### config.mk
export PLATFORM = sky130hd
export DESIGN_NAME = mem_port_arbiter
export DESIGN_NICKNAME = d
export VERILOG_FILES = /design/src/rtl/mem_port_arbiter.sv
export SDC_FILE = /design/constraint.sdc
export NUM_CORES = 1
export LEC_CHECK = 0
export ABC_CLOCK_PERIOD_IN_PS = 2400
export CORE_UTILIZATION = 41
export DETAILED_ROUTE_END_ITERATION = 10
export PLACE_DENSITY = 0.79
export SYNTH_ARGS = -nofsm -noshare
export SYNTH_HDL_FRONTEND = slang
export SYNTH_SLANG_ARGS = --single-unit
### constraint.sdc
create_clock -name clk -period 2.4 [get_ports clk]
set_clock_uncertainty 0.2 [all_clocks]
set_input_delay 0.48 -clock clk [delete_from_list [all_inputs] [get_ports clk]]
set_output_delay 0.48 -clock clk [all_outputs]
set_load 0.01 [all_outputs]
### src/rtl/mem_port_arbiter.sv
// Arbitrates one multi-cycle memory port between IF fetches and MEM loads/stores, with abort on timeout.
// Build option ARB_ROUND_ROBIN_EN: round-robin tie breaking; undefined gives fixed D-over-I priority.
module mem_port_arbiter #(
    parameter int TIMEOUT_CYC = 255
) (
    input  logic        clk,
    input  logic        rst,
    input  logic        i_req,
    input  logic [31:0] i_addr,
    output logic [31:0] i_rdata,
    output logic        i_done,
    output logic        i_stall,
    input  logic        d_req,
    input  logic [3:0]  d_we,
    input  logic [31:0] d_addr,
    input  logic [31:0] d_wdata,
    output logic [31:0] d_rdata,
    output logic        d_done,
    output logic        d_stall,
    output logic        mem_req,
    output logic [3:0]  mem_we,
    output logic [31:0] mem_addr,
    output logic [31:0] mem_wdata,
    input  logic [31:0] mem_rdata,
    input  logic        mem_ack,
    output logic        bus_err
);
    localparam int CW = (TIMEOUT_CYC > 0) ? $clog2(TIMEOUT_CYC + 1) : 1;
    localparam logic [CW-1:0] CNT_LAST = CW'((TIMEOUT_CYC > 0) ? TIMEOUT_CYC - 1 : 0);

    typedef enum logic [1:0] {IDLE, GNT_I, GNT_D, RESP} state_e;

    typedef struct packed {
        logic [31:0] addr;
        logic [3:0]  we;
        logic [31:0] wdata;
    } xfer_t;

    state_e        state_q, state_d;
    logic [CW-1:0] cnt_q, cnt_d;
    logic          mem_req_q, mem_req_d;
    logic [3:0]    mem_we_q, mem_we_d;
    logic [31:0]   mem_addr_q, mem_addr_d;
    logic [31:0]   mem_wdata_q, mem_wdata_d;
    logic [31:0]   i_rdata_q, i_rdata_d;
    logic [31:0]   d_rdata_q, d_rdata_d;
    logic          i_done_q, i_done_d;
    logic          d_done_q, d_done_d;
    logic          bus_err_q, bus_err_d;
    logic          pick_d;
    logic          timeout_hit;
    xfer_t         win;

`ifdef ARB_ROUND_ROBIN_EN
    logic          last_grant_q, last_grant_d;  // 1 = D was granted last

    always_comb pick_d = d_req & (~i_req | ~last_grant_q);
`else
    always_comb pick_d = d_req;
`endif

    always_comb begin
        state_d     = state_q;
        cnt_d       = cnt_q;
        mem_req_d   = mem_req_q;
        mem_we_d    = mem_we_q;
        mem_addr_d  = mem_addr_q;
        mem_wdata_d = mem_wdata_q;
        i_rdata_d   = i_rdata_q;
        d_rdata_d   = d_rdata_q;
        i_done_d    = 1'b0;
        d_done_d    = 1'b0;
        bus_err_d   = 1'b0;
`ifdef ARB_ROUND_ROBIN_EN
        last_grant_d = last_grant_q;
`endif
        win = pick_d ? '{addr: d_addr, we: d_we, wdata: d_wdata}
                     : '{addr: i_addr, we: 4'b0000, wdata: 32'h0};
        timeout_hit = (TIMEOUT_CYC != 0) && (cnt_q == CNT_LAST);

        unique case (state_q)
            IDLE: begin
                if (i_req | d_req) begin
                    state_d     = pick_d ? GNT_D : GNT_I;
                    cnt_d       = '0;
                    mem_req_d   = 1'b1;
                    mem_addr_d  = win.addr & 32'hFFFF_FFFC;
                    mem_we_d    = win.we;
                    mem_wdata_d = win.wdata;
`ifdef ARB_ROUND_ROBIN_EN
                    last_grant_d = pick_d;
`endif
                end
            end
            GNT_I, GNT_D: begin
                // An ack in the final allowed cycle still completes normally.
                if (mem_ack || timeout_hit) begin
                    state_d   = RESP;
                    mem_req_d = 1'b0;
                    mem_we_d  = 4'b0000;
                    bus_err_d = ~mem_ack;
                    if (state_q == GNT_D) begin
                        d_done_d  = 1'b1;
                        d_rdata_d = mem_ack ? mem_rdata : 32'h0;
                    end else begin
                        i_done_d  = 1'b1;
                        i_rdata_d = mem_ack ? mem_rdata : 32'h0;
                    end
                end else begin
                    cnt_d = cnt_q + CW'(1);
                end
            end
            RESP:    state_d = IDLE;
            default: state_d = IDLE;
        endcase
    end

    always_ff @(posedge clk) begin
        if (rst) begin
            state_q     <= IDLE;
            cnt_q       <= '0;
            mem_req_q   <= 1'b0;
            mem_we_q    <= 4'b0000;
            mem_addr_q  <= 32'h0;
            mem_wdata_q <= 32'h0;
            i_rdata_q   <= 32'h0;
            d_rdata_q   <= 32'h0;
            i_done_q    <= 1'b0;
            d_done_q    <= 1'b0;
            bus_err_q   <= 1'b0;
`ifdef ARB_ROUND_ROBIN_EN
            last_grant_q <= 1'b0;
`endif
        end else begin
            state_q     <= state_d;
            cnt_q       <= cnt_d;
            mem_req_q   <= mem_req_d;
            mem_we_q    <= mem_we_d;
            mem_addr_q  <= mem_addr_d;
            mem_wdata_q <= mem_wdata_d;
            i_rdata_q   <= i_rdata_d;
            d_rdata_q   <= d_rdata_d;
            i_done_q    <= i_done_d;
            d_done_q    <= d_done_d;
            bus_err_q   <= bus_err_d;
`ifdef ARB_ROUND_ROBIN_EN
            last_grant_q <= last_grant_d;
`endif
        end
    end

    assign i_rdata   = i_rdata_q;
    assign i_done    = i_done_q;
    assign d_rdata   = d_rdata_q;
    assign d_done    = d_done_q;
    assign mem_req   = mem_req_q;
    assign mem_we    = mem_we_q;
    assign mem_addr  = mem_addr_q;
    assign mem_wdata = mem_wdata_q;
    assign bus_err   = bus_err_q;

    // Stalls are forced low during reset so the hazard unit sees no bubbles.
    assign i_stall = i_req & ~i_done_q & ~rst;
    assign d_stall = d_req & ~d_done_q & ~rst;
endmodule

# Word-level counts from Yosys, hierarchy flattened
# Cells that the tools add are included.
# totals
reg_bits	144
latchBits	0
mem_bits_rw	0
romBits	0
inputBits	137
out_inout_bits	138
elab_cells	59
n_memories	0
# classes
add_sub_neg	1
mul	0
n_div	0
order_cmp	0
n_eq_ne	7
n_shift	0
n_mux	17
bitwise	12
reduce_logical	11
# ops
op	n
68-bit two-way mux	1
32-bit two-way mux	1
8-bit two-way mux	2
8-bit case mux with 2 select lines	1
3-bit AND reduction	4
8-bit by 1-bit adder with 8-bit output (second input constant)	1
8-bit == test (second input constant)	1
4-bit two-way mux	2
4-bit case mux with 2 select lines	1
1-bit NOT	7
2-bit two-way mux	3
2-bit != test (second input constant)	3
2-bit case mux with 3 select lines	1
1-bit AND	4
2-bit == test (second input constant)	2
1-bit two-way mux	4
2-bit AND reduction	2
3-bit OR reduction	1
2-bit by 1-bit == test with 1-bit output (second input constant)	1
2-bit zero test	1
1-bit case mux with 2 select lines	1
2-bit nonzero test	1
2-bit OR reduction	1
1-bit logical OR	1
1-bit bitwise OR	1

# Depth between registers and ports, before layout
# logic_depth
depth_word	4
mapped_depth	7
depth_no_buf	6

# Worst setup path before layout
# No wires, ideal clock.
# synth_path
path_type	input to output
from	input d_req
to	output d_stall
arrival_time_ns	1.250
t_required_ns	1.720
slack_ns	0.470
path_stages	3
path_buffers	2
cell_sequence	buf_2 -> buf_2 -> nor3b_1
# synth_via
elab_chain_cells	2
# synth_rtl
item	line	source
start: declaration	13	input logic d_req,
1-bit AND (2 in a row)	164	assign d_stall = d_req & ~d_done_q & ~rst;
end: declaration	19	output logic d_stall,
# Every way passes these cells.

# Final worst setup path
# layout_path
from	register state_q[0]
to	register i_rdata_q[19] (netlist: i_rdata[19])
# layout_via
elab_chain_cells	3
word_cells_on_any_way	5
cone_classes	2 x eq/ne; 1 x bitwise; 2 x reduce/logical
# layout_rtl
item	line	source
start: declaration	39	state_e state_q, state_d;
start signal: assignment	135	state_q <= state_d;
2-bit == test / 2-bit by 1-bit == test with 1-bit output (equally long branches)	81, 102	
2-bit OR reduction / 1-bit NOT (equally long branches)	--	
3-bit AND reduction (no line) (*)	--	
end signal: assignment	141	i_rdata_q <= i_rdata_d;
end: declaration	45	logic [31:0] i_rdata_q, i_rdata_d;
# Mark *: on every way between the ends. The rest lies on a longest branch, timed or not.
# A chain may end at the register's enable or synchronous reset.

==> flow_metrics.py <==
metrics = {
    "run_status": {
        "outcome": "finished clean",
    },
    "critical_path": {
        "reg2reg_from": "state_q[0]",
        "critPathLaunchType": "register",
        "cp_data_required_time_ns": 2.49,
        "crit_arrival_ns": 2.27,
        "worstSetupPathType": "reg2reg",
        "path_max_fanout": 32,
        "startpoint": "state_q[0]",
        "endpoint_kind": "register",
    },
    "clock_tree": {
        "htree_levels": 4,
        "cts-root-buf": "clkbuf_16",
        "cts_hold_buf": 0,
        "clkLatencyLatePin_ns": 0.41,
        "clk_pin_slew_ns": 0.06,
        "cts_setup_buffers": 0,
        "numCtsBuffers": 17,
        "cts_tree": "yes",
        "cts.sinks": 144,
        "cts_buffer_depth": 2,
    },
    "timing": {
        "rsz0062_at_grt": "no",
        "timing.fmax_mhz": 458.5,
        "period_share": 0.9087,
        "min_period_ns": 2.181,
        "hold_viol": 0,
        "tns_ns": 0,
        "max_slew.worst_pin.slew_ns": 0.8044,
        "slew_headroom": 0.4617,
        "drv_slew": 0,
        "finalSetupViolCount": 0,
        "hold_ws_ns": 0.2583,
    },
    "global_routing": {
        "grt_antenna_before_repair": 0,
        "grt_pass1_vias": 5265,
        "grt_max_degree": 63,
        "overflow": 0,
        "grt_pass1_wl_um": 26100,
        "grt_usage": 0.2291,
    },
    "die": {
        "die_y_um": 120.8,
        "io_pins": 275,
        "dieArea_sq_um": 14600,
        "num_rows": 43,
        "initial_utilization": 0.4188,
        "core_area_sq_um": 13830,
        "die_w_um": 120.8,
    },
    "synth": {
        "syn_avg_cell_area_sq_um": 9.667,
        "synth_cells": 599,
        "syn_area_sq_um": 5791,
        "seq_area_frac_synth": 0.4978,
        "synth.distinct_cells": 45,
        "synth_edf_count": 0,
        "ys_ff_latch": 144,
        "postSynth.topFlopCell": "dfxtp_1",
        "async_flop_share": 0,
        "yosys_warnings": 0,
    },
    "detailed_routing": {
        "dr.pass1.iters": 5,
        "drt_iter0_drc": 238,
        "routed_via_density": 5.084,
        "ant_nets": 0,
        "wl_um": 16730,
        "vias": 5303,
        "wl_per_cell_um": 16.04,
        "drcViolationCount": 0,
    },
    "power": {
        "power.density_nw_per_um2": 934.8,
        "pwr-share-comb": 0.330,
        "clkPwrFrac": 0.328,
        "peakVddDrop_mv": 0.5094,
        "pwr-share-seq": 0.343,
        "switchingPower_mw": 2.590,
        "intPower_mw": 6.059,
        "swShare": 0.2995,
        "p_leak_nw": 3.835,
    },
    "layout": {
        "n_antenna_cell": 0,
        "area_growth_pct": 59.79,
        "finalNetCount": 993,
        "drive_gt1_frac": 0.06605,
        "fillers": 1046,
    },
    "flow_run": {
        "drv_cap": 0,
    },
    "min_path": {
        "min_path_type": "reg2reg",
        "min_from": "i_rdata[14]",
    },
    "placement": {
        "place.gp.congestion": 0.7612,
        "portBuffers": 268,
        "dpl.hpwl_um": 12230,
    },
}
## registers in the layout, summed over array words and instances (netlist names)
register   count
mem_req        1
bus_err        1
mem_wdata     32
i_done         1
state_q        2
cnt_q          8
mem_addr      30
d_done         1
d_rdata       32
mem_we         4
i_rdata       32
## synthesized netlist by cell type, types with 2 or more instances
cell type	number	area, sq um
o21ai_0	12	60.06
buf_6	6	67.56
and2_1	2	12.51
or4_1	2	15.01
ha_1	5	62.56
a21oi_1	6	30.03
a22oi_1	32	240.2
nor3b_1	3	22.52
o21a_1	2	15.01
buf_2	8	40.04
nand2_4	2	22.52
clkbuf_1	31	116.4
nand2_1	75	281.5
a211oi_1	31	232.7
inv_1	9	33.78
o211ai_1	2	15.01
dfxtp_1	144	2883
buf_4	3	22.52
mux2i_1	95	950.9
buf_1	2	7.510
nor2_1	67	251.5
nand3_1	37	185.2
## layer usage
metal | part of all wire | GRT usage | vias to the layer above
li1 | - | - | 2609
met1 | 0.39 | 0.2516 | 2498
met2 | 0.52 | 0.4000 | 157
met3 | 0.053 | 0.06557 | 39
met4 | 0.032 | 0.1165 | 0
met5 | 0 | 0 | -
## cell type report
class	instances	area (sq um)	share of cell area
inverters	9	33.78	0.003651
flip-flops and latches	144	2883	0.3116
multi-input cells	397	2636	0.2849
clock inverters	10	185.2	0.02001
repair buffers	282	2839	0.3068
well taps	180	225.2	0.02434
clock buffers	21	450.4	0.04868
## logic make-up after synthesis
| logic type | count (synthesis) | synth area share |
|---|---|---|
| and+or+nand+nor | 197 | 0.1510 |
| DFF | 144 | 0.4978 |
| AOI/OAI and AO/OA | 98 | 0.1258 |
| muxes | 95 | 0.1642 |
| buffers and inverters | 59 | 0.04970 |
| adders and majority gates | 5 | 0.01080 |
| other | 1 | 0.0006476 |
## through the flow
| stage | power, mW | worst slack [ns] | cell area [sq um] | util | std cells |
|---|---|---|---|---|---|
| global route | 9.110 | 0.1074 | 9253 | 0.6692 | 1043 |
| CTS | 8.711 | 0.1814 | 9245 | 0.6686 | 1043 |
| detailed placement | 5.851 | -0.2454 | 8611 | 0.6227 | 1012 |
| floorplan | 4.578 | 0.4699 | 5794 | - | 600 |
| finish | 8.649 | 0.2192 | 9253 | 0.6692 | 1043 |
| global placement | 5.754 | -0.1882 | 8611 | 0.6227 | 1012 |
## critical path: stages, from the launching register on
cell	delay, ns
dfxtp_1	0.33
inv_1	0.07
ha_1	0.43
inv_1	0.20
o22ai_4	0.35
nand2_4	0.08
buf_12	0.18
mux2i_1	0.16
## timing repair
action / 4_1_cts / 5_1_grt
cloned: 0 / 0
resized for setup: 1 / 1
setup endpoints to repair: 1 / 9
## cell usage in the layout, fill, tap and decap left out, types with 12 or more instances in the layout
| cell | instances |
|---|---|
| dfxtp_1 | 144 |
| clkbuf_16 | 17 |
| a211oi_1 | 31 |
| o21ai_0 | 12 |
| mux2i_1 | 95 |
| nor2_1 | 67 |
| clkdlybuf4s50_1 | 265 |
| nand3_1 | 37 |
| a22oi_1 | 32 |
| nand2_1 | 75 |
## power by group through the flow
stage	Combinational (mW)	Clock, mW	Sequential (mW)
finish	2.85	2.83	2.96
global route	3.08	3.02	3.01
CTS	2.86	2.89	2.97
detailed placement	2.84	0	3.01
global placement	2.77	0	2.99
floorplan	1.42	0	3.16
## path summary, 6_finish.rpt
path | cells after the start | to | slack [ns]
max reg2reg | 7 | i_rdata[19] | 0.22
min | 2 | i_rdata[14] | 0.26
max | 7 | i_rdata[19] | 0.22
min reg2reg | 2 | i_rdata[14] | 0.26
No activity file was read; power rests on OpenSTA's default activity.
